[src/rtl/muldiv_seq.sv]
// muldiv_seq: iterative multiply/divide sequencer holding the HI/LO registers.
//   Multiply is radix-2 shift-add and divide is restoring. Both run on operand
//   magnitudes, and the sign is fixed in a final cycle. MTHI/MTLO write HI/LO
//   directly in one edge.
// Ports:
//   clk, rst_n       clock (rising edge), asynchronous active-low reset
//   i_start, i_op    request and opcode: 0 MULT, 1 MULTU, 2 DIV, 3 DIVU,
//                    4 MTHI, 5 MTLO, 6-7 ignored
//   i_a, i_b         rs / rt operands
//   i_flush          abort the in-flight operation; drops a same-cycle start
//   o_busy           operation in progress
//   o_done           one-cycle pulse when a mul/div has written HI/LO
//   o_div_by_zero    pulses with o_done for a divide with b = 0
//   o_hi, o_lo       architectural HI/LO registers
module muldiv_seq #(
    parameter int WIDTH = 32
) (
    input  logic             clk,
    input  logic             rst_n,
    input  logic             i_start,
    input  logic [2:0]       i_op,
    input  logic [WIDTH-1:0] i_a,
    input  logic [WIDTH-1:0] i_b,
    input  logic             i_flush,
    output logic             o_busy,
    output logic             o_done,
    output logic             o_div_by_zero,
    output logic [WIDTH-1:0] o_hi,
    output logic [WIDTH-1:0] o_lo
);

    localparam int CW = $clog2(WIDTH);

    // ST_DONE is the cycle in which o_done is visible. It still counts as busy.
    typedef enum logic [1:0] {
        ST_IDLE,
        ST_CALC,
        ST_FIX,
        ST_DONE
    } state_t;

    state_t           r_state;
    state_t           w_next;

    logic [CW-1:0]    r_cnt;
    logic             r_is_div;
    logic             r_neg_lo;
    logic             r_neg_hi;
    logic             r_dbz;
    logic [WIDTH-1:0] r_mc;     // multiplicand or divisor magnitude
    logic [WIDTH-1:0] r_ph;     // product high half or partial remainder
    logic [WIDTH-1:0] r_pl;     // product low half/multiplier, or quotient/dividend
    logic [WIDTH-1:0] r_raw_a;  // raw dividend, returned in HI on divide by zero
    logic [WIDTH-1:0] r_hi;
    logic [WIDTH-1:0] r_lo;
    logic             r_done;
    logic             r_dbz_out;

    // The final ST_DONE cycle can take a new request, so the next start is
    // sampled on the same edge on which busy drops.
    logic             w_can_start;
    logic             w_req;
    logic             w_accept;
    logic             w_mthi;
    logic             w_mtlo;
    logic             w_signed;
    logic [WIDTH-1:0] w_abs_a;
    logic [WIDTH-1:0] w_abs_b;

    logic [WIDTH:0]   w_add;
    logic [WIDTH:0]   w_shift;
    logic [WIDTH+1:0] w_diff;
    logic [2*WIDTH-1:0] w_prod;
    logic [2*WIDTH-1:0] w_prod_fix;
    logic [WIDTH-1:0] w_quot_fix;
    logic [WIDTH-1:0] w_rem_fix;
    logic             w_unused;

    assign w_can_start = (r_state == ST_IDLE) || (r_state == ST_DONE);
    assign w_req       = w_can_start && i_start && !i_flush;
    assign w_accept    = w_req && !i_op[2];
    assign w_mthi      = w_req && (i_op == 3'd4);
    assign w_mtlo      = w_req && (i_op == 3'd5);

    // Even opcodes (MULT, DIV) are signed. The negation of the most negative
    // value is read back as its unsigned magnitude.
    assign w_signed = !i_op[0];
    assign w_abs_a  = (w_signed && i_a[WIDTH-1]) ? -i_a : i_a;
    assign w_abs_b  = (w_signed && i_b[WIDTH-1]) ? -i_b : i_b;

    // Shift-add step: add the multiplicand when the multiplier LSB is set,
    // then shift the 65-bit {carry, high, low} right by one.
    assign w_add = r_pl[0] ? ({1'b0, r_ph} + {1'b0, r_mc}) : {1'b0, r_ph};

    // Restoring step: shift the next dividend bit into the remainder, then try
    // to subtract. The top bit of w_diff is the borrow.
    assign w_shift = {r_ph, r_pl[WIDTH-1]};
    assign w_diff  = {1'b0, w_shift} - {2'b00, r_mc};

    assign w_prod     = {r_ph, r_pl};
    assign w_prod_fix = r_neg_lo ? -w_prod : w_prod;
    assign w_quot_fix = r_neg_lo ? -r_pl : r_pl;
    assign w_rem_fix  = r_neg_hi ? -r_ph : r_ph;

    assign w_unused = &{1'b0, w_diff[WIDTH]};

    always_ff @(posedge clk or negedge rst_n) begin
        if (!rst_n) begin
            r_state <= ST_IDLE;
        end else begin
            r_state <= w_next;
        end
    end

    always_comb begin
        w_next = r_state;
        case (r_state)
            ST_IDLE: begin
                if (w_accept) w_next = ST_CALC;
            end
            ST_CALC: begin
                if (i_flush)                          w_next = ST_IDLE;
                else if (r_cnt == CW'(WIDTH - 1))     w_next = ST_FIX;
            end
            ST_FIX: begin
                if (i_flush) w_next = ST_IDLE;
                else         w_next = ST_DONE;
            end
            ST_DONE: begin
                if (w_accept) w_next = ST_CALC;
                else          w_next = ST_IDLE;
            end
            default: w_next = ST_IDLE;
        endcase
    end

    always_ff @(posedge clk or negedge rst_n) begin
        if (!rst_n) begin
            r_cnt     <= '0;
            r_is_div  <= 1'b0;
            r_neg_lo  <= 1'b0;
            r_neg_hi  <= 1'b0;
            r_dbz     <= 1'b0;
            r_mc      <= '0;
            r_ph      <= '0;
            r_pl      <= '0;
            r_raw_a   <= '0;
            r_hi      <= '0;
            r_lo      <= '0;
            r_done    <= 1'b0;
            r_dbz_out <= 1'b0;
        end else begin
            r_done    <= 1'b0;
            r_dbz_out <= 1'b0;

            if (w_accept) begin
                r_cnt    <= '0;
                r_is_div <= i_op[1];
                r_mc     <= w_abs_b;
                r_ph     <= '0;
                r_pl     <= w_abs_a;
                r_raw_a  <= i_a;
                r_dbz    <= i_op[1] && (i_b == '0);
                r_neg_lo <= w_signed && (i_a[WIDTH-1] ^ i_b[WIDTH-1]);
                r_neg_hi <= w_signed && (i_op[1] ? i_a[WIDTH-1]
                                                 : (i_a[WIDTH-1] ^ i_b[WIDTH-1]));
            end

            if (r_state == ST_CALC && !i_flush) begin
                r_cnt <= r_cnt + 1'b1;
                if (r_is_div) begin
                    if (!w_diff[WIDTH+1]) begin
                        r_ph <= w_diff[WIDTH-1:0];
                        r_pl <= {r_pl[WIDTH-2:0], 1'b1};
                    end else begin
                        r_ph <= w_shift[WIDTH-1:0];
                        r_pl <= {r_pl[WIDTH-2:0], 1'b0};
                    end
                end else begin
                    r_ph <= w_add[WIDTH:1];
                    r_pl <= {w_add[0], r_pl[WIDTH-1:1]};
                end
            end

            if (r_state == ST_FIX && !i_flush) begin
                r_done    <= 1'b1;
                r_dbz_out <= r_dbz;
                if (!r_is_div) begin
                    r_hi <= w_prod_fix[2*WIDTH-1:WIDTH];
                    r_lo <= w_prod_fix[WIDTH-1:0];
                end else if (r_dbz) begin
                    r_hi <= r_raw_a;
                    r_lo <= '1;
                end else begin
                    r_hi <= w_rem_fix;
                    r_lo <= w_quot_fix;
                end
            end

            if (w_mthi) r_hi <= i_a;
            if (w_mtlo) r_lo <= i_a;
        end
    end

    assign o_busy        = (r_state != ST_IDLE);
    assign o_done        = r_done;
    assign o_div_by_zero = r_dbz_out;
    assign o_hi          = r_hi;
    assign o_lo          = r_lo;

endmodule

[config.mk]
export PLATFORM = sky130hd
export DESIGN_NAME = muldiv_seq
export DESIGN_NICKNAME = d
export VERILOG_FILES = /design/src/rtl/muldiv_seq.sv
export SDC_FILE = /design/constraint.sdc
export NUM_CORES = 1
export LEC_CHECK = 0
export BUFFER_PORTS_ARGS = -buffer_cell sky130_fd_sc_hd__buf_2
export CAP_MARGIN = 20
export CORE_UTILIZATION = 40
export CTS_CLUSTER_DIAMETER = 150
export DETAILED_ROUTE_END_ITERATION = 12
export GPL_TIMING_DRIVEN = 1
export HOLD_SLACK_MARGIN = 0.15
export PLACE_DENSITY_LB_ADDON = 0.2
export SETUP_SLACK_MARGIN = 0.3
export SLEW_MARGIN = 30
export SYNTH_ARGS = -nofsm -noshare
export SYNTH_HDL_FRONTEND = slang
export SYNTH_SLANG_ARGS = --single-unit
[constraint.sdc]
create_clock -name clk -period 4 [get_ports clk]
set_clock_uncertainty 0.05 [all_clocks]
set_input_delay 1.2 -clock clk [delete_from_list [all_inputs] [get_ports clk]]
set_output_delay 1.2 -clock clk [all_outputs]
set_load 0.005 [all_outputs]
# Yosys cells after proc, flatten, opt, wreduce, memory -nomap -nowiden
# Index checks and enable logic that the tools add are counted.
[word_totals] elab_cells=87 regBits=205 in_bits=71
[classes] eq_ne=8 addsub=8 bitwise=1 n_mux=33 reduce_logical=23
[op_table] op="$mux 32" n=19
[op_table] op="$neg 32->32" n=4
[op_table] op="$mux 64" n=1
[op_table] op="$neg 64->64" n=1
[op_table] op="$sub 33x32->34" n=1
[op_table] op="$add 32x32->33" n=1
[op_table] op="$mux 33" n=1
[op_table] op="$logic_not 32->1" n=1
[op_table] op="$logic_and 1x1->1" n=12
[op_table] op="$mux 5" n=2
[op_table] op="$mux 2" n=4
[op_table] op="$pmux 2 s4" n=1
[op_table] op="$reduce_bool 2->1" n=4
[op_table] op="$eq 3x3->1 const B" n=2
[op_table] op="$add 5x1->5 const B" n=1
[op_table] op="$eq 5x5->1 const B" n=1
[op_table] op="$mux 1" n=5
[op_table] op="$eq 2x2->1 const B" n=2
[op_table] op="$logic_not 1->1" n=3
[op_table] op="$ne 3x3->1 const B" n=1
[op_table] op="$eq 2x1->1 const B" n=1
[op_table] op="$logic_not 2->1" n=1
[op_table] op="$ne 2x2->1 const B" n=1
[op_table] op="$reduce_and 2->1" n=1
[op_table] op="other kinds (2)" n=2

# Longest topological paths before layout
# Gate-level depths: netlist of the first run.
[logic_depth] ltp_word=7 ltp_mapped=14 mapped_depth_nobuf=13

# Worst setup path after synthesis of the first run
# Ideal clock, no wire load.
[synth_path] kind="input to register" startpoint="input i_a[2]" endpoint="register r_pl[29]" path_slack_ps=418 cell_stages=10 setup_time_ps=137 required_ps=3813 arrival_ps=3396 path_buffers=1 cell_sequence="clkbuf_1 or4_1 nor4_1 and4_1 and2_1 a21oi_1 xnor2_1 nor2_1 a211oi_1 a21oi_1"
[synth_between] elab_chain_cells=4
[synth_lines] item="start: declaration" line_no="22" source="input logic [WIDTH-1:0] i_a,"
[synth_lines] item="$neg 32->32" line_no="88" source="assign w_abs_a = (w_signed && i_a[WIDTH-1]) ? -i_a : i_a;"
[synth_lines] item="$mux 32" line_no="88"
[synth_lines] item="$mux 32" line_no="156" source="if (w_accept) begin"
[synth_lines] item="$mux 32" line_no="169" source="if (r_state == ST_CALC && !i_flush) begin"
[synth_lines] item="end signal: assignment" line_no="161" source="r_pl <= w_abs_a;"
[synth_lines] item="end signal: assignment" line_no="174" source="r_pl <= {r_pl[WIDTH-2:0], 1'b1};"
[synth_lines] item="end signal: assignment" line_no="177" source="r_pl <= {r_pl[WIDTH-2:0], 1'b0};"
[synth_lines] item="end: declaration" line_no="52" source="logic [WIDTH-1:0] r_pl;"
# Every way passes these cells. The select of a mux whose other input is x is not followed.
# A chain may end at the register's enable or synchronous reset.

# Worst setup path after layout of the first run
[layout_path] startpoint="register r_ph[8]" endpoint="register r_ph[27]"
[layout_between] elab_chain_cells=4
[layout_lines] item="start: declaration" line_no="51" source="logic [WIDTH-1:0] r_ph;"
[layout_lines] item="start signal: assignment" line_no="173" source="r_ph <= w_diff[WIDTH-1:0];"
[layout_lines] item="start signal: assignment" line_no="176" source="r_ph <= w_shift[WIDTH-1:0];"
[layout_lines] item="start signal: assignment" line_no="180" source="r_ph <= w_add[WIDTH:1];"
[layout_lines] item="$sub 33x32->34 / $add 32x32->33 (equally long branches)" line_no="98, 93"
[layout_lines] item="$mux 32 / $mux 33 (equally long branches)" line_no="172, 93"
[layout_lines] item="$mux 32 (*)" line_no="171" source="if (r_is_div) begin"
[layout_lines] item="$mux 32 (*)" line_no="169"
# Every way passes the cells marked *; elsewhere a longest branch is shown, timed or not.

==> key figures, run 1 <==
Setup path
  • Crit-path max FO: 10
  • Critical Path Sink: r_ph[27]$_DFFE_PN0P_
  • R2r endpoint: r_ph[27]$_DFFE_PN0P_
  • Crit. End Element: flop
  • Slowest CP cell: dfrtp_1
  • R2R depth: 10
  • Slowest cell delay on critical path: 690 ps
  • Delay-heaviest family, CP: compound AO/OA/AOI/OAI gates
  • Critical Path Start Type: flop
  • Reg2reg setup slack: 410 ps
  • Crit path required time: 4400 ps
  • Launch point of the worst path: r_ph[8]$_DFFE_PN0P_
  • Crit-path cells: ha_1 > and3_1 > a221o_1 > a211oi_1 > a41oi_2 > a211oi_1 > nor3_1 > xor2_1 > mux2i_1 > a311oi_1
  • Critical Path AT: 3980 ps
  • Most used cell, CP: a211oi_1
  • FF-to-FF Start: r_ph[8]$_DFFE_PN0P_
  • Instance count on the critical path: 10
  • WP buf/inv: 0
  • Setup CP Type: flop to flop

Finish
  • Fin nets: 2438
  • Commonest non-fill, non-tap cell in the layout: nand2_1
  • Commonest cells after routing, fill and taps aside: 352 x nand2_1, 212 x o21ai_0, 201 x dfrtp_1
  • Ant diodes: 0
  • Share of cells above drive strength 1: 13.6%
  • Layout area overhead: 12.3%

STA
  • Setup TNS: 0 ps
  • Least-Margin Pin Slew: 1060 ps
  • RSZ-0062 raised after global routing: yes
  • Final max-slew violation count: 0
  • Max_slew headroom: 28.4%
  • Crit share post-route: 89.7%
  • Max Fclk: 0.279 GHz
  • Final Hold Vio Count: 0
  • Period minus WS final: 3590 ps
  • Number of setup violations in the final report: 0

Power
  • Leak: 0.00845 uW
  • Power per Cell Area: 926 nW/um^2
  • Total power: 18100 uW
  • Worst VDD drop: 0.000361 V

Drt
  • WL per Instance: 21.0 um
  • DRT Pass-1 Iters: 6
  • Routed Antenna Nets: 0
  • DRT iter0 DRCs: 1857
  • Drt drc: 0
  • DRT Wirelength: 60.7 mm
  • Via count: 17100
  • Vias/cell: 5.91

Floorplanning
  • Top-level I/O count: 138
  • Die Wd: 211 um
  • Core Region: 43100 um^2
  • Initial Util: 40.5%
  • Die area: 44500 um^2
  • Die height: 211 um
  • Rows: 76

GRT
  • Tot GR Track Use: 27.2%
  • Initial antenna violation count: 0
  • Number of global-route vias before repair: 16100
  • First-pass GRT wire length: 95.1 mm
  • Total grt overflow: 0
  • Largest net degree at the start of global routing: 86

CTS
  • Clk sinks: 205
  • H-Tree Depth: 1
  • Max Root-Sink Buffers: 3
  • Root buffer selected by CTS: clkbuf_16
  • CTS tree: yes
  • Clk pin slew, worst setup/hold paths: 60 ps
  • Worst-Skew Late Latency: 560 ps
  • CTS hold repair buffers: 0
  • CTS buffer count: 27

Yosys
  • Asr flop ratio synth: 100%
  • Syn Nets: 2371
  • Synth warn: 0
  • Seq/Total Area, Yosys: 29.4%
  • EDFF count, synth: 0
  • #FFs+latches synth: 205
  • Post-Syn Area: 17400 um^2
  • Mean area per synthesized cell: 7.85 um^2
  • Distinct cells, synth: 85
  • Syn Inst Count: 2223
  • Top FF cell, synth: dfrtp_1

Placement
  • Hpwl dp: 44.5 mm
  • PortBufs: 137
  • Final Wtd Congestion: 0.951

Job
  • Max Cap Viol: 0

Run status
  • Status: completed

Worst hold path
  • Min-Delay Path Class: flop to flop
  • Worst Min Path Start: r_raw_a[14]$_DFFE_PN0P_
## metrics by stage
stage | util [%] | setup slack, ps | std cells | hold slack (ps) | instance area [um^2]
finish | 45.5 | 414 | 2893 | 427 | 19600
global route | 45.5 | 276 | 2893 | 449 | 19600
CTS | 45.4 | 413 | 2890 | 428 | 19500
detailed placement | 43.4 | 161 | 2843 | 409 | 18700
global placement | 43.4 | 205 | 2843 | 408 | 18700
floorplan | - | 418 | 2223 | 387 | 17400
## cells by family after synthesis
| logic type | Yosys count | synth area share, % |
|---|---|---|
| compound gates | 719 | 26.1 |
| flops | 205 | 29.4 |
| mux | 60 | 3.48 |
| buf+inv | 244 | 6.43 |
| fa+ha+maj | 77 | 5.61 |
| simple gates | 729 | 19.5 |
| xor+xnor | 189 | 9.49 |
## report_power, final
group / switching, uW / internal, uW
sequential: 1370 / 3060
combinational: 6550 / 4750
clock: 958 / 1460
total: 8870 / 9270
## cell usage after synthesis, types with 32 or more instances
master	count	share of area, %
a211oi_1	35	1.5
a21o_1	55	2.4
a21oi_1	157	4.5
clkbuf_1	137	2.9
dfrtp_1	205	29
ha_1	75	5.4
inv_1	65	1.4
mux2i_1	55	3.2
nand2_1	352	7.6
nand3_1	32	0.92
nor2_1	125	2.7
nor3_1	41	1.2
o211ai_1	63	2.7
o21ai_0	212	6.1
o22ai_1	42	1.5
xnor2_1	128	6.4
xor2_1	61	3.1
## sequential cells by signal, indices dropped and copies added, names as in the netlist
| signal | flops |
|---|---|
| o_hi | 32 |
| o_div_by_zero | 1 |
| r_state | 2 |
| o_done | 1 |
| r_raw_a | 32 |
| r_is_div | 1 |
| r_neg_hi | 1 |
| r_pl | 32 |
| r_mc | 32 |
| r_neg_lo | 1 |
| o_lo | 32 |
| r_ph | 32 |
| r_dbz | 1 |
| r_cnt | 5 |
## worst register-to-register path, stage by stage, from the launching register on
cell      delay (ps)
dfrtp_1          690
ha_1             400
and3_1           210
a221o_1          340
a211oi_1         440
a41oi_2          260
a211oi_1         380
nor3_1           160
xor2_1           160
mux2i_1           90
a311oi_1         270
## metal layers
layer	GRT usage (%)	vias to the layer above	routed length, um
li1	-	8120	-
met1	38.5	8207	27500
met2	44.0	690	27500
met3	2.81	93	4160
met4	7.50	0	1500
met5	0	-	0
## worst min path at each step
stage	to	slack [ps]	cells after the start
after floorplan	r_raw_a[13]$_DFFE_PN0P_	390	2
after global placement	r_raw_a[22]$_DFFE_PN0P_	410	2
after detailed placement	r_raw_a[22]$_DFFE_PN0P_	410	2
after CTS	r_raw_a[16]$_DFFE_PN0P_	430	2
after global routing	r_raw_a[9]$_DFFE_PN0P_	450	2
final	r_raw_a[14]$_DFFE_PN0P_	430	2
## layout make-up
| type | count | area (um^2) |
|---|---|---|
| fill | 4393 | 23500 |
| multi-input combinational | 1774 | 11200 |
| sequential | 205 | 5140 |
| timing repair buffer | 216 | 1380 |
| clock buffer | 38 | 737 |
| tap | 585 | 732 |
| inverter | 66 | 248 |
| clock inverter | 9 | 125 |
## repair_timing
item / CTS / global route
endpoints found under the setup margin: 0 / 6
endpoints found under the hold margin: 0 / 0
gates resized for setup: 0 / 4
setup buffers: 0 / 3
Note: power is estimated with default switching activity, not from simulation.
==> run 2: changes to the inputs <==
CORE_UTILIZATION = 30   (was 40)
==> run 2 against run 1 <==
Compared with the run above: via count is 0.28% lower; combinational power hardly changed; global-route usage is 5.6 points lower; clock power is 2% higher; sequential share of layout area is 0.44 points lower; die area is 33% higher; wire length is 7.1% higher; count of clock-buffer cells in the layout is 8 higher; sequential power hardly changed; largest cell class unchanged.
==> key figures, run 2 (synthesized netlist as in run 1, its figures left out) <==
Setup path
  • Most used cell, CP: or4_4
  • Crit-path cells: or4_2 > or4_4 > or4_4 > o31ai_1 > xnor2_1 > nor2_1 > a211oi_1 > a21oi_1 > o21ai_0
  • Slowest cell delay on critical path: 760 ps
  • WP buf/inv: 0
  • Delay-heaviest family, CP: simple AND/OR/NAND/NOR gates
  • Critical Path AT: 4090 ps
  • Setup CP Type: flop to flop
  • Critical Path Start Type: flop
  • Slowest CP cell: or4_2
  • Crit-path max FO: 7
  • Crit path required time: 4460 ps
  • Crit. End Element: flop

STA
  • Setup TNS: 0 ps
  • Max Fclk: 0.275 GHz
  • Max_slew headroom: 40.7%
  • Least-Margin Pin Slew: 882 ps
  • Number of setup violations in the final report: 0
  • Final max-slew violation count: 0
  • Crit share post-route: 90.9%
  • Period minus WS final: 3640 ps
  • RSZ-0062 raised after global routing: no
  • Final Hold Vio Count: 0

GRT
  • Largest net degree at the start of global routing: 140
  • Met2 global-route usage: 34.1%
  • Met3 Usage GRT: 2.19%
  • Number of global-route vias before repair: 16300
  • Initial antenna violation count: 1
  • First-pass GRT wire length: 100 mm
  • Tot GR Track Use: 21.6%
  • Total grt overflow: 0
  • GRT Max-Usage Layer: met2
  • GR Util met1: 30.7%

CTS
  • Clk sinks: 205
  • CTS buffer count: 28
  • CTS tree: yes
  • Worst-Skew Late Latency: 590 ps
  • Root buffer selected by CTS: clkbuf_16
  • CTS hold repair buffers: 0
  • H-Tree Depth: 1
  • Clk pin slew, worst setup/hold paths: 60 ps
  • Max Root-Sink Buffers: 3

Power
  • P_int: 9270 uW
  • Sequential share of power: 24.1%
  • Worst VDD drop: 0.000421 V
  • Switch share: 49.3%
  • Leak: 0.00850 uW
  • Clk pwr share: 13.5%
  • Power per Cell Area: 917 nW/um^2
  • P_sw: 9000 uW
  • Combinational power share: 62.4%

Floorplanning
  • Core Region: 57600 um^2
  • Top-level I/O count: 138
  • Rows: 88
  • Die height: 243 um
  • Initial Util: 30.3%
  • Die Wd: 243 um
  • Die area: 59100 um^2

Run status
  • Status: completed

Drt
  • Via count: 17100
  • DRT Pass-1 Iters: 7
  • DRT iter0 DRCs: 1303
  • Vias/cell: 5.53
  • WL per Instance: 21.1 um
  • Drt drc: 0
  • DRT Wirelength: 65.0 mm
  • Routed Antenna Nets: 0

Placement
  • PortBufs: 137
  • Final Wtd Congestion: 0.898
  • Hpwl dp: 47.9 mm
  • Dpl cells: 3031

Finish
  • Commonest non-fill, non-tap cell in the layout: nand2_1
  • Layout area overhead: 14.2%
  • Commonest cells after routing, fill and taps aside: 352 x nand2_1, 212 x o21ai_0, 200 x dfrtp_1
  • Share of cells above drive strength 1: 13.8%
  • Fin nets: 2446
  • Non-Filler Instances: 3084

Job
  • Max Cap Viol: 0

Worst hold path
  • Min-Delay Path Class: flop to flop
## run 2: changes by cell type in the layout (fill, tap and decap cells not counted), moves of 2 or more
cell	before	now
clkinv_2	4	0
buf_4	72	77
clkbuf_1	9	14
bufinv_16	3	1
buf_12	7	9
nor2b_4	0	2
## run 2: repair_timing
item                                    4_1_cts  5_1_grt
endpoints found under the setup margin        0        3
resized for setup                             0        4
endpoints found under the hold margin         0        0
setup buffers                                 0        2
## run 2: final cells by class
cell class | count | area, um^2
timing repair buffer | 223 | 1450
clock buffer | 46 | 808
tap | 765 | 957
multi-input combinational | 1774 | 11200
clock inverter | 4 | 75.1
fill | 6127 | 37700
antenna | 1 | 2.50
inverter | 66 | 248
sequential | 205 | 5140
## run 2: routing by layer
layer  wire length [um]  up-vias  part of all wire, %
li1                   -     8138                    -
met1              30800     8262                   47
met2              28800      562                   44
met3               3330      100                  5.1
met4               2140        0                  3.3
met5                  0        -                    0
## run 2: worst paths after layout
path,startpoint,end,slack (ps),depth (start not counted)
min in group asynchronous,rst_n,o_done$_DFF_PN0_,540,1
max,r_pl[0]$_DFFE_PN0P_,o_hi[15]$_DFFE_PN0P_,360,9
min,r_raw_a[25]$_DFFE_PN0P_,r_raw_a[25]$_DFFE_PN0P_,410,2
max in group asynchronous,rst_n,r_is_div$_DFFE_PN0P_,2420,2
min reg2reg,r_raw_a[25]$_DFFE_PN0P_,r_raw_a[25]$_DFFE_PN0P_,410,2
max reg2reg,r_pl[0]$_DFFE_PN0P_,o_hi[15]$_DFFE_PN0P_,360,9
## run 2: worst register-to-register path, stage by stage (launching register included)
cell	delay, ps
dfrtp_1	460
or4_2	760
or4_4	530
or4_4	490
o31ai_1	450
xnor2_1	170
nor2_1	60
a211oi_1	370
a21oi_1	70
o21ai_0	160
## run 2: metrics by stage
stage / hold slack, ps / util [%] / total power (uW) / worst slack, ps / area, um^2
2_1_floorplan: 387 / - / 12200 / 418 / 17400
3_3_place_gp: 401 / 33.0 / 15500 / 202 / 19000
3_5_place_dp: 405 / 33.0 / 15600 / 183 / 19000
4_1_cts: 419 / 34.5 / 18200 / 392 / 19900
5_1_grt: 451 / 34.6 / 19700 / 314 / 19900
6_report: 414 / 34.6 / 18300 / 363 / 19900
## run 2: power groups by stage
stage | Sequential (uW) | Combinational [uW] | Clock, uW
after floorplan | 3710 | 8490 | 0
after global placement | 4360 | 11200 | 0
after detailed placement | 4380 | 11200 | 0
after CTS | 4360 | 11300 | 2540
after global routing | 4520 | 12600 | 2610
final | 4400 | 11400 | 2470
==> run 3: changes to the inputs <==
CORE_UTILIZATION = 60   (was 30)
==> run 3 against run 2 <==
Compared with the run above: highest routed layer unchanged; first-iteration DRC count is 42% higher; critical path depth is 3 higher; sequential cell count stayed put; wire length is 6.8% lower; hold slack better by 12 ps; core utilization is 33 points higher; sequential share of layout area is 0.76 points higher; largest cell class unchanged; combinational power hardly changed; total power is 0.71% higher.
==> key figures, run 3 (synthesized netlist as in run 1, its figures left out) <==
Run status
  • Status: completed

Finish
  • Layout area overhead: 10.9%
  • Commonest non-fill, non-tap cell in the layout: nand2_1
  • Layout fillers: 2446
  • Share of cells above drive strength 1: 13.8%
  • Ant diodes: 0
  • FF+latch area: 5140 um^2
  • Area of the multi-input gates: 11200 um^2
  • Non-Filler Instances: 2689
  • Commonest cells after routing, fill and taps aside: 351 x nand2_1, 211 x o21ai_0, 202 x dfrtp_1
  • Fin nets: 2436

Setup path
  • Delay-heaviest family, CP: compound AO/OA/AOI/OAI gates
  • Crit. End Element: flop
  • Instance count on the critical path: 12
  • Critical Path Start Type: flop
  • Slowest cell delay on critical path: 570 ps
  • Slowest CP cell: dfrtp_1
  • Setup CP Type: flop to flop
  • Critical Path AT: 4030 ps
  • R2R depth: 12
  • Crit path required time: 4430 ps
  • Reg2reg setup slack: 400 ps
  • Crit-path cells: ha_1 > o21ai_0 > a21oi_1 > o22ai_1 > o31ai_1 > buf_4 > o211ai_1 > and3_1 > buf_12 > nand2_1 > a311oi_1 > a31o_2
  • Crit-path max FO: 18
  • FF-to-FF Start: r_ph[1]$_DFFE_PN0P_
  • R2r endpoint: r_ph[7]$_DFFE_PN0P_
  • WP buf/inv: 2

Placement
  • Final Wtd Congestion: 1.01
  • Placement Setup Slack: 72.6 ps
  • PortBufs: 137
  • Hpwl dp: 43.7 mm
  • Dpl cells: 2644

Floorplanning
  • Die Wd: 173 um
  • Initial Util: 60.9%
  • Die height: 173 um
  • Rows: 62
  • Die area: 29800 um^2
  • Core Region: 28600 um^2
  • Top-level I/O count: 138

Drt
  • Drt drc: 0
  • DRT Pass-1 Iters: 5
  • Via count: 17800
  • Routed Antenna Nets: 0
  • Vias/cell: 6.63
  • WL per Instance: 22.5 um
  • DRT Wirelength: 60.6 mm
  • DRT iter0 DRCs: 1847

STA
  • RSZ-0062 raised after global routing: yes
  • Number of setup violations in the final report: 0
  • Final max-slew violation count: 0
  • Final Hold Vio Count: 0
  • Final WS setup: 402 ps
  • Max Fclk: 0.278 GHz
  • Crit share post-route: 89.9%
  • Period minus WS final: 3600 ps
  • Least-Margin Pin Slew: 963 ps
  • Setup TNS: 0 ps
  • Max_slew headroom: 35.7%

GRT
  • Initial antenna violation count: 0
  • Largest net degree at the start of global routing: 101
  • Tot GR Track Use: 40.0%
  • Number of global-route vias before repair: 16700
  • Total grt overflow: 0
  • First-pass GRT wire length: 95.0 mm

CTS
  • Clk sinks: 205
  • CTS buffer count: 26
  • Worst-Skew Late Latency: 550 ps
  • Clk pin slew, worst setup/hold paths: 60 ps
  • Root buffer selected by CTS: clkbuf_16
  • Post CTS Setup Buffer Count: 0
  • H-Tree Depth: 1
  • CTS tree: yes
  • Max Root-Sink Buffers: 3

Worst hold path
  • Hold path depth: 2
  • Hold path endpoint: r_raw_a[24]$_DFFE_PN0P_
  • Worst Min Path Start: r_raw_a[24]$_DFFE_PN0P_
  • Min-Delay Path Class: flop to flop

Job
  • Max Cap Viol: 0

Power
  • Total power: 18400 uW
  • Leak: 0.00847 uW
  • Worst VDD drop: 0.000658 V
  • Power per Cell Area: 951 nW/um^2
## run 3: changes by cell type in the layout (fill, tap and decap cells not counted), moves of 2 or more
cell	change
clkinvlp_4	-2
clkinv_2	+3
dfrtp_2	-2
nor2b_4	-2
buf_4	-6
clkbuf_1	-9
dfrtp_1	+2
clkbuf_8	+5
buf_12	-2
## run 3: final cells by class
| class | count | share of cell area [%] |
|---|---|---|
| clock buffers | 40 | 4.16 |
| clock inverters | 5 | 0.388 |
| inverters | 66 | 1.28 |
| multi-input cells | 1774 | 58.1 |
| flip-flops and latches | 205 | 26.5 |
| well taps | 384 | 2.48 |
| repair buffers | 215 | 7.07 |
## run 3: tightest hold or removal path, cell delays in order, from the launching register on
cell     delay, ps
dfrtp_1        340
nand2_1         50
nand2_1         50
## run 3: per-stage QoR
step | hold slack [ps] | instance area [um^2] | utilization (%)
2_1_floorplan | 387 | 17400 | -
3_3_place_gp | 407 | 18400 | 64.4
3_5_place_dp | 409 | 18400 | 64.4
4_1_cts | 428 | 19300 | 67.5
5_1_grt | 436 | 19300 | 67.6
6_report | 426 | 19300 | 67.6
## run 3: where the power goes
part / total, uW / leakage (uW) / switching [uW] / internal [uW]
Sequential: 4210 / 0.00252 / 1150 / 3060
Clock: 2470 / 0.000436 / 969 / 1500
Combinational: 11700 / 0.00551 / 6920 / 4810
## run 3: worst max-delay path by stage
| stage | start | to |
|---|---|---|
| 2_1_floorplan | i_a[2] | r_pl[29]$_DFFE_PN0P_ |
| 6_report | r_ph[1]$_DFFE_PN0P_ | r_ph[7]$_DFFE_PN0P_ |
| 3_5_place_dp | i_a[10] | r_pl[29]$_DFFE_PN0P_ |
| 4_1_cts | r_ph[1]$_DFFE_PN0P_ | o_hi[12]$_DFFE_PN0P_ |
| 3_3_place_gp | i_a[12] | r_pl[29]$_DFFE_PN0P_ |
| 5_1_grt | r_ph[1]$_DFFE_PN0P_ | o_hi[12]$_DFFE_PN0P_ |
## run 3: timing repair
item                       CTS  global route
hold buffers                 0             0
setup endpoints to repair    0             6
gates resized for setup      0             7
## run 3: layer usage
| layer | track usage [%] | routed length, um | vias to the layer above |
|---|---|---|---|
| met5 | 0 | 0 | - |
| met4 | 13.8 | 2150 | 0 |
| met3 | 6.74 | 6180 | 169 |
| met2 | 60.0 | 26100 | 1039 |
| met1 | 57.9 | 26100 | 8507 |
| li1 | - | - | 8115 |
